**src/rtl/swc_sequencer.sv**
```systemverilog
// swc_sequencer: expands a preset+direction into Swc LD0/LD1/LD2/CCx, 4-cycle issue latency, cmd_ready only in IDLE.
// Define SWC_SEQUENCER_AUTORELOAD_EN to replay the latched command on every completion (periodic timer).
`ifndef Swc_NOP
`define Swc_NOP 4'h0
`endif
`ifndef Swc_LD0
`define Swc_LD0 4'h1
`endif
`ifndef Swc_LD1
`define Swc_LD1 4'h2
`endif
`ifndef Swc_LD2
`define Swc_LD2 4'h3
`endif
`ifndef Swc_CCU
`define Swc_CCU 4'h4
`endif
`ifndef Swc_CCD
`define Swc_CCD 4'h5
`endif

module swc_sequencer #(
  parameter int unsigned TIMEOUT   = 0,
  parameter int unsigned TIMEOUT_W = 24
) (
  input  logic        clock,
  input  logic        reset,
  input  logic        cmd_valid,
  output logic        cmd_ready,
  input  logic        cmd_dir,
  input  logic [23:0] cmd_value,
  input  logic        abort,
  output logic [11:0] swc_inst,
  output logic        swc_inst_en,
  input  logic [23:0] swc_counter,
  input  logic        swc_ready,
  output logic        busy,
  output logic        done,
  output logic        aborted,
  output logic        fault
);

  typedef enum logic [3:0] {
    S_IDLE, S_LD0, S_LD1, S_LD2, S_START, S_RUN, S_HALT, S_STOP, S_FAULT
  } state_t;

  localparam logic [TIMEOUT_W-1:0] WD_LIMIT = TIMEOUT_W'(TIMEOUT);
  localparam logic [TIMEOUT_W-1:0] WD_MAX   = '1;
  localparam logic [11:0]          INST_NOP = {`Swc_NOP, 8'h00};

  state_t               state;
  logic [23:0]          value;
  logic                 dir;
  logic [TIMEOUT_W-1:0] wd;

  logic wd_expired;
  logic zero_seen;
  logic finish;

  assign wd_expired = (TIMEOUT != 0) && (state == S_RUN) && (wd == WD_LIMIT);
  // wd is cleared on RUN entry and saturates, so wd != 0 marks the second and later RUN cycles.
  assign zero_seen  = (state == S_RUN) && (wd != '0) && (swc_counter == 24'h0);
  assign finish     = zero_seen || ((state == S_START) && (value == 24'h0));

  always_ff @(posedge clock or negedge reset) begin
    if (!reset) begin
      state       <= S_IDLE;
      value       <= '0;
      dir         <= 1'b0;
      wd          <= '0;
      cmd_ready   <= 1'b1;
      swc_inst    <= INST_NOP;
      swc_inst_en <= 1'b0;
      busy        <= 1'b0;
      done        <= 1'b0;
      aborted     <= 1'b0;
      fault       <= 1'b0;
    end else begin
      done        <= 1'b0;
      aborted     <= 1'b0;
      swc_inst    <= INST_NOP;
      swc_inst_en <= 1'b0;
      case (state)
        S_IDLE: begin
          if (cmd_valid) begin
            value       <= cmd_value;
            dir         <= cmd_dir;
            state       <= S_LD0;
            swc_inst    <= {`Swc_LD0, cmd_value[7:0]};
            swc_inst_en <= 1'b1;
            cmd_ready   <= 1'b0;
            busy        <= 1'b1;
          end
        end
        S_LD0, S_LD1, S_LD2, S_START, S_RUN, S_HALT: begin
          // Priority: Swc error / watchdog, then abort, then completion.
          if (!swc_ready || wd_expired) begin
            state       <= S_STOP;
            swc_inst_en <= 1'b1;
          end else if (abort && (state != S_HALT)) begin
            state       <= S_HALT;
            swc_inst_en <= 1'b1;
            aborted     <= 1'b1;
          end else if (finish) begin
            done <= 1'b1;
`ifdef SWC_SEQUENCER_AUTORELOAD_EN
            state       <= S_LD0;
            swc_inst    <= {`Swc_LD0, value[7:0]};
            swc_inst_en <= 1'b1;
`else
            state     <= S_IDLE;
            cmd_ready <= 1'b1;
            busy      <= 1'b0;
`endif
          end else begin
            case (state)
              S_LD0: begin
                state       <= S_LD1;
                swc_inst    <= {`Swc_LD1, value[15:8]};
                swc_inst_en <= 1'b1;
              end
              S_LD1: begin
                state       <= S_LD2;
                swc_inst    <= {`Swc_LD2, value[23:16]};
                swc_inst_en <= 1'b1;
              end
              S_LD2: begin
                // A zero preset issues a NOP here so no count is ever started.
                state       <= S_START;
                swc_inst_en <= 1'b1;
                if (value != 24'h0) begin
                  swc_inst <= {(dir ? `Swc_CCD : `Swc_CCU), 8'h00};
                end
              end
              S_START: begin
                state <= S_RUN;
                wd    <= '0;
              end
              S_RUN: begin
                if (wd != WD_MAX) begin
                  wd <= wd + 1'b1;
                end
              end
              S_HALT: begin
                state     <= S_IDLE;
                cmd_ready <= 1'b1;
                busy      <= 1'b0;
              end
              default: state <= S_FAULT;
            endcase
          end
        end
        S_STOP: begin
          state <= S_FAULT;
          fault <= 1'b1;
          busy  <= 1'b0;
        end
        default: state <= S_FAULT;
      endcase
    end
  end

endmodule

```
**config.mk**
```make
export PLATFORM = sky130hd
export DESIGN_NAME = swc_sequencer
export DESIGN_NICKNAME = d
export VERILOG_FILES = /design/src/rtl/swc_sequencer.sv
export SDC_FILE = /design/constraint.sdc
export NUM_CORES = 1
export LEC_CHECK = 0
export BUFFER_PORTS_ARGS = -buffer_cell sky130_fd_sc_hd__clkbuf_2
export CAP_MARGIN = 5
export CORE_MARGIN = 8
export CORE_UTILIZATION = 55
export DETAILED_ROUTE_END_ITERATION = 7
export PLACE_DENSITY = 0.79
export RECOVER_POWER = 50
export SYNTH_ARGS = -nofsm -noshare
export SYNTH_HDL_FRONTEND = slang
export SYNTH_SLANG_ARGS = --single-unit
```
**constraint.sdc**
```tcl
create_clock -name clock -period 4.4 [get_ports clock]
set_input_delay 0.44 -clock clock [delete_from_list [all_inputs] [get_ports clock]]
set_output_delay 0.44 -clock clock [all_outputs]
set_load 0.02 [all_outputs]
```
==> summary.txt, run 1 <==
Status
  • Status: finished, violations left
  • Failing checks: max-capacitance violations, max-slew violations

Logic synthesis
  • Synth Area per Inst: 8.84 um^2
  • Ys async rst share: 1.00
  • Synth Warn #: 0
  • Sequential cell area fraction in the yosys report: 0.467
  • Synth Flop Type: dfrtp_1
  • Number of synthesized flops with an enable pin: 0
  • Netlist cell types: 56
  • Post-Syn Area: ~3800 um^2
  • Syn Nets: 481
  • Seq cells post-synth: 70
  • Syn Inst Count: 425

Routing
  • Drt first pass iters: 5
  • Drc violations: 0
  • Antenna-violating nets left: 0
  • Vias per cell: 6.24
  • Routed vias: ~3600
  • Wire length per cell: 17.4 um
  • Initial DRC Count: 218
  • Final wirelength: 9900 um

Clock tree
  • TritonCTS clock tree: done
  • Reg clk slew, reported paths: 0.08 ns
  • Setup repair bufs after CTS: 0
  • Cts hold-fix bufs: 0
  • Clk root buf: clkbuf_8
  • H-tree depth: 3
  • TritonCTS Sinks: 70
  • CTS max path bufs: 2
  • Worst skew pair latency: between 0.3 and 0.4 ns
  • PostCTS Resize Cnt: 0
  • CTS Buf Count: 9

STA
  • Total negative setup slack: 0 ns
  • Slew margin rel.: -0.715
  • Tcrit/Tclk final: 0.675
  • # setup viols final: 0
  • RSZ-0062 raised after global routing: false
  • Fmax: ~340 MHz
  • Tmin final: 2.97 ns
  • Worst-Margin Slew: around 2.6 ns
  • Final Hold Fails: 0
  • Max-slew violation count: 49
  • Worst Skew: just under 0.009 ns

Worst setup path
  • Cell Chain, Critical Path: clkbuf_1 > clkbuf_1
  • Reg2Reg Launch Point: state[0]
  • CP Max Fanout: between 40 and 50
  • Crit path launch type: primary input
  • Critical Path Sink Type: async pin
  • Required time worst endpoint: 4.67 ns
  • Critical Path Sink: wd[15]
  • CP most frequent cell: clkbuf_1
  • Slowest stage cell, crit path: clkbuf_1
  • R2r setup slk: 1.60 ns
  • Critical path origin: reset
  • Critical Path AT: ~3.2 ns
  • R2R cell count: 7
  • RR Endpoint: wd[11]
  • Crit path depth: 2
  • CP bufs+invs: 2
  • Max incr delay on CP: approximately 1.8 ns
  • CP top delay family: buffers and inverters
  • WS Path Type: primary input to async pin

Pwr
  • Leak Pwr: 1.99 nW
  • Internal power: 1.30 mW
  • Combinational group share of total power: 0.323
  • Final Power: 2.23 mW
  • Maximum VDD drop: 0.271 mV
  • Sw frac: 0.414
  • Clock power share: 0.211
  • PwrDens: 523 nW/um^2
  • Part of the power in registers: 0.466
  • Switching Power: 922 uW

Cells and area
  • Final Util: 0.633
  • Most frequent cells in the layout: 97 x nand2_1, 69 x dfrtp_1, 53 x clkbuf_2
  • P&R area growth vs syn: 13.2%
  • Nets@finish: 541
  • Commonest non-fill, non-tap cell in the layout: nand2_1
  • Final cell area excluding filler cells: 4250 um^2
  • Share of layout cells above drive strength 1: 0.167
  • N_diodes: 0
  • Fillers: 583

Placement
  • RePlAce Congestion: 0.856
  • Placed Area: 4110 um^2
  • IO buf count: 70
  • Post-DP HPWL: 7010 um

GRT
  • Vias in the first global route: 3419
  • First-pass GRT wire length: 16500 um
  • Initial antenna violation count: 0
  • GRT Util Overall: 0.205
  • Largest net degree at the start of global routing: 49
  • Grt ovf: 0

Floorplanning
  • Die Y: 98.6 um
  • Area of the core: ~6700 um^2
  • # rows: 30
  • Overall die width: 98.6 um
  • Die ar.: 9730 um^2
  • I/O pins: 72
  • Starting Density: 0.559

Flow run
  • Max-cap viol count: 1

Hold path
  • HP Class: primary input to flip-flop
-- power by group through the flow --
stage               Clock, mW  Sequential [mW]  Combinational [mW]
floorplan                   0            0.990               0.546
global placement            0             1.03               0.697
detailed placement          0             1.04               0.721
CTS                     0.477             1.03               0.727
global route            0.503             1.07               0.813
finish                  0.470             1.04               0.718
-- per-stage QoR --
step | instances | setup slack, ns | hold slack [ns]
after CTS | 570 | 1.58 | 0.274
after detailed placement | 554 | 1.60 | 0.464
final | 570 | 1.43 | 0.275
after global placement | 554 | 1.71 | 0.455
after global routing | 570 | 0.769 | 0.274
after floorplan | 425 | 2.07 | 0.144
-- metal layers --
layer  vias to the layer above  part of all wire  GRT usage
li1                       1682                 -          -
met5                         -                 0          0
met3                        21             0.085     0.0662
met4                         0             0.016     0.0602
met2                       154              0.48      0.329
met1                      1699              0.42      0.258
-- logic make-up after synthesis --
logic type / after synthesis / synth area share
compound gates: 81 / 0.156
fa+ha+maj: 2 / 0.00666
buf+inv: 32 / 0.0446
flops: 70 / 0.467
mux: 3 / 0.00833
other cells: 1 / 0.000998
simple gates: 236 / 0.317
-- worst min-delay path by stage --
stage,depth (start not counted),end,startpoint,slack (ns)
5_1_grt,3,value[22],cmd_value[22],0.27
3_3_place_gp,2,dir,dir,0.45
4_1_cts,3,value[15],cmd_value[15],0.27
3_5_place_dp,2,value[7],value[7],0.46
6_report,3,value[15],cmd_value[15],0.28
2_1_floorplan,0,aborted,reset,0.14
-- final cells by class --
cell class	count	area, um^2	area share
clock inverter	7	48.8	0.0115
multi-input combinational	323	1840	0.433
timing repair buffer	75	363	0.0853
clock buffer	9	124	0.0291
sequential	70	1750	0.412
inverter	6	22.5	0.00530
tap	80	100	0.0235
-- synth_stat cells, types with 4 or more instances --
cell	count	area [um^2]
or4_1	4	30.0
nand4_1	10	62.6
nand3_1	20	100
buf_6	4	45.0
and4_1	6	52.6
clkbuf_1	18	67.6
a21oi_1	9	45.0
nand2b_1	10	62.6
nor2_1	21	78.8
nand2_1	97	364
inv_1	6	22.5
nor3_1	13	65.1
o21ai_0	14	70.1
o211ai_1	5	37.5
and3_1	14	87.6
a22oi_1	9	67.6
a221o_1	5	50.1
nor4_1	22	138
a211o_1	10	87.6
o31ai_1	5	37.5
dfrtp_1	69	1730
-- state kept, by name, indices dropped and copies added (netlist names) --
| register | cells |
|---|---|
| aborted | 1 |
| busy | 1 |
| cmd_ready | 1 |
| fault | 1 |
| done | 1 |
| state | 4 |
| swc_inst | 11 |
| value | 24 |
| wd | 24 |
| dir | 1 |
| swc_inst_en | 1 |
Note: power is estimated with default switching activity, not from simulation.
==> run 2: changes to the inputs <==
==> constraint.sdc (replaced) <==
create_clock -name clock -period 2.95 [get_ports clock]
set_input_delay 0.295 -clock clock [delete_from_list [all_inputs] [get_ports clock]]
set_output_delay 0.295 -clock clock [all_outputs]
set_load 0.02 [all_outputs]
==> summary.txt, run 2 (synthesis results as in run 1) <==
Cells and area
  • Multi-input logic area: 1840 um^2 (unchanged)
  • N_diodes: 0 (unchanged)
  • Sequential cell area: 1750 um^2 (unchanged)
  • Fillers: 560 (-3.9%)
  • Nets@finish: 547 (+1.1%)
  • Most frequent cells in the layout: 97 x nand2_1, 69 x dfrtp_1, 64 x clkbuf_2
  • Share of layout cells above drive strength 1: 0.200 (+0.0322)
  • P&R area growth vs syn: 15.1%
  • Commonest non-fill, non-tap cell in the layout: nand2_1
  • Biggest regs: value x24, wd x24, swc_inst x11

Routing
  • Routed vias: 3573 (+0.48%)
  • Final wirelength: 9840 um (-0.58%)
  • Drc violations: 0 (unchanged)
  • Antenna-violating nets left: 0 (unchanged)
  • Vias per cell: 6.20 (-0.57%)
  • Wire length per cell: 17.1 um (-1.6%)
  • Initial DRC Count: 283 (+30%)
  • Drt first pass iters: 5 (unchanged)

Pwr
  • Leak Pwr: 2.06 nW (+3.4%)
  • PwrDens: 788 nW/um^2 (+51%)
  • Maximum VDD drop: 0.445 mV (+64%)

Clock tree
  • TritonCTS Sinks: 70 (unchanged)
  • CTS max path bufs: 2 (unchanged)
  • Clk root buf: clkbuf_8
  • PostCTS Resize Cnt: 0 (unchanged)
  • CTS Buf Count: 9 (unchanged)
  • TritonCTS clock tree: done
  • Worst skew pair latency: 0.35 ns (about the same)
  • H-tree depth: 3 (unchanged)
  • Setup repair bufs after CTS: 0 (unchanged)
  • Reg clk slew, reported paths: 0.09 ns (about the same)
  • Cts hold-fix bufs: 0 (unchanged)

Hold path
  • Hold endpoint: value[10]
  • Hold Path Depth: 3 (unchanged)
  • HP Class: primary input to flip-flop
  • Hold path start: cmd_value[10]

Status
  • Status: finished, violations left
  • Failing checks: max-capacitance violations, max-slew violations

Floorplanning
  • Die Y: 98.6 um (unchanged)
  • Die ar.: 9730 um^2 (unchanged)
  • Overall die width: 98.6 um (unchanged)
  • Starting Density: 0.559 (unchanged)
  • Area of the core: 6720 um^2 (unchanged)
  • # rows: 30 (unchanged)
  • I/O pins: 72 (unchanged)

GRT
  • Vias in the first global route: 3536 (+3.4%)
  • Initial antenna violation count: 0 (unchanged)
  • Largest net degree at the start of global routing: 71 (+45%)
  • Grt ovf: 0 (unchanged)
  • First-pass GRT wire length: 16700 um (+1.6%)
  • GRT Util Overall: 0.207 (+0.00159)

STA
  • Final Hold Fails: 0 (unchanged)
  • Max-slew violation count: 71 (+45%)
  • Slew margin rel.: -0.135 (+0.580)
  • Total negative setup slack: 0 ns (unchanged)
  • Tmin final: 2.50 ns
  • Worst Skew: 0.0148 ns (+0.00610 ns)
  • # setup viols final: 0 (unchanged)
  • RSZ-0062 raised after global routing: false
  • Fmax: roughly 400 MHz
  • Tcrit/Tclk final: 0.848
  • Final WS setup: 0.447 ns (-0.984 ns)
  • Worst-Margin Slew: 1.70 ns (-0.869 ns)

Worst setup path
  • Required time worst endpoint: 3.19 ns (-1.48 ns)
  • WS Path Type: flip-flop to flip-flop
  • Reg2Reg Launch Point: value[12]
  • CP Max Fanout: 12 (-75%)
  • Critical Path Sink Type: flip-flop
  • R2r setup slk: 0.45 ns (-1.15 ns)
  • RR Endpoint: wd[11]
  • R2R cell count: 6 (-1)
  • Crit path launch type: flip-flop
  • Critical Path AT: 2.74 ns (-0.50 ns)

Flow run
  • Max-cap viol count: 1 (unchanged)

Placement
  • Post-DP HPWL: 6980 um (-0.39%)
  • IO buf count: 70 (unchanged)
  • RePlAce Congestion: 0.939 (+9.8%)
  • Post-Place Setup Slack: 0.499 ns (-1.10 ns)
==> run 2: power breakdown <==
| part | switching, mW | total [mW] | internal (mW) |
|---|---|---|---|
| Clock | 0.421 | 0.744 | 0.323 |
| Combinational | 0.733 | 1.16 | 0.431 |
| Sequential | 0.260 | 1.50 | 1.24 |
==> run 2: worst max path at each step <==
| stage | startpoint | slack (ns) | end |
|---|---|---|---|
| 3_5_place_dp | wd[0] | 0.50 | wd[6] |
| 3_3_place_gp | wd[0] | 0.58 | wd[5] |
| 6_report | value[12] | 0.45 | wd[11] |
| 2_1_floorplan | wd[0] | 0.62 | wd[16] |
| 4_1_cts | value[12] | 0.45 | wd[11] |
| 5_1_grt | wd[0] | 0.27 | wd[8] |
==> run 2: area by class of cell <==
| class | instances | share of cell area |
|---|---|---|
| sequential | 70 | 0.405 |
| tap | 80 | 0.0232 |
| clock buffer | 9 | 0.0287 |
| clock inverter | 7 | 0.0145 |
| timing repair buffer | 81 | 0.0970 |
| multi-input combinational | 323 | 0.426 |
| inverter | 6 | 0.00521 |
==> run 2: stage by stage <==
stage	instance area, um^2	utilization	total power, mW	hold WS [ns]	std cells
2_1_floorplan	3760	-	2.29	-0.000591	425
3_3_place_gp	4150	0.618	2.63	0.452	560
3_5_place_dp	4150	0.618	2.67	0.460	560
4_1_cts	4340	0.645	3.42	0.118	576
5_1_grt	4320	0.643	3.65	0.129	576
6_report	4320	0.643	3.41	0.123	576
==> run 2: layer usage <==
| layer | global-route usage | vias to the layer above | share of wire |
|---|---|---|---|
| li1 | - | 1696 | - |
| met1 | 0.273 | 1686 | 0.44 |
| met2 | 0.317 | 166 | 0.45 |
| met3 | 0.0529 | 25 | 0.083 |
| met4 | 0.0826 | 0 | 0.021 |
| met5 | 0 | - | 0 |
==> run 2: critical path, cell delays in order (launching register included) <==
cell	delay, ns
dfrtp_1	0.41
nor4_1	0.48
nand4_1	0.33
o21ai_1	0.24
or3_1	0.31
buf_4	0.27
mux2_2	0.35
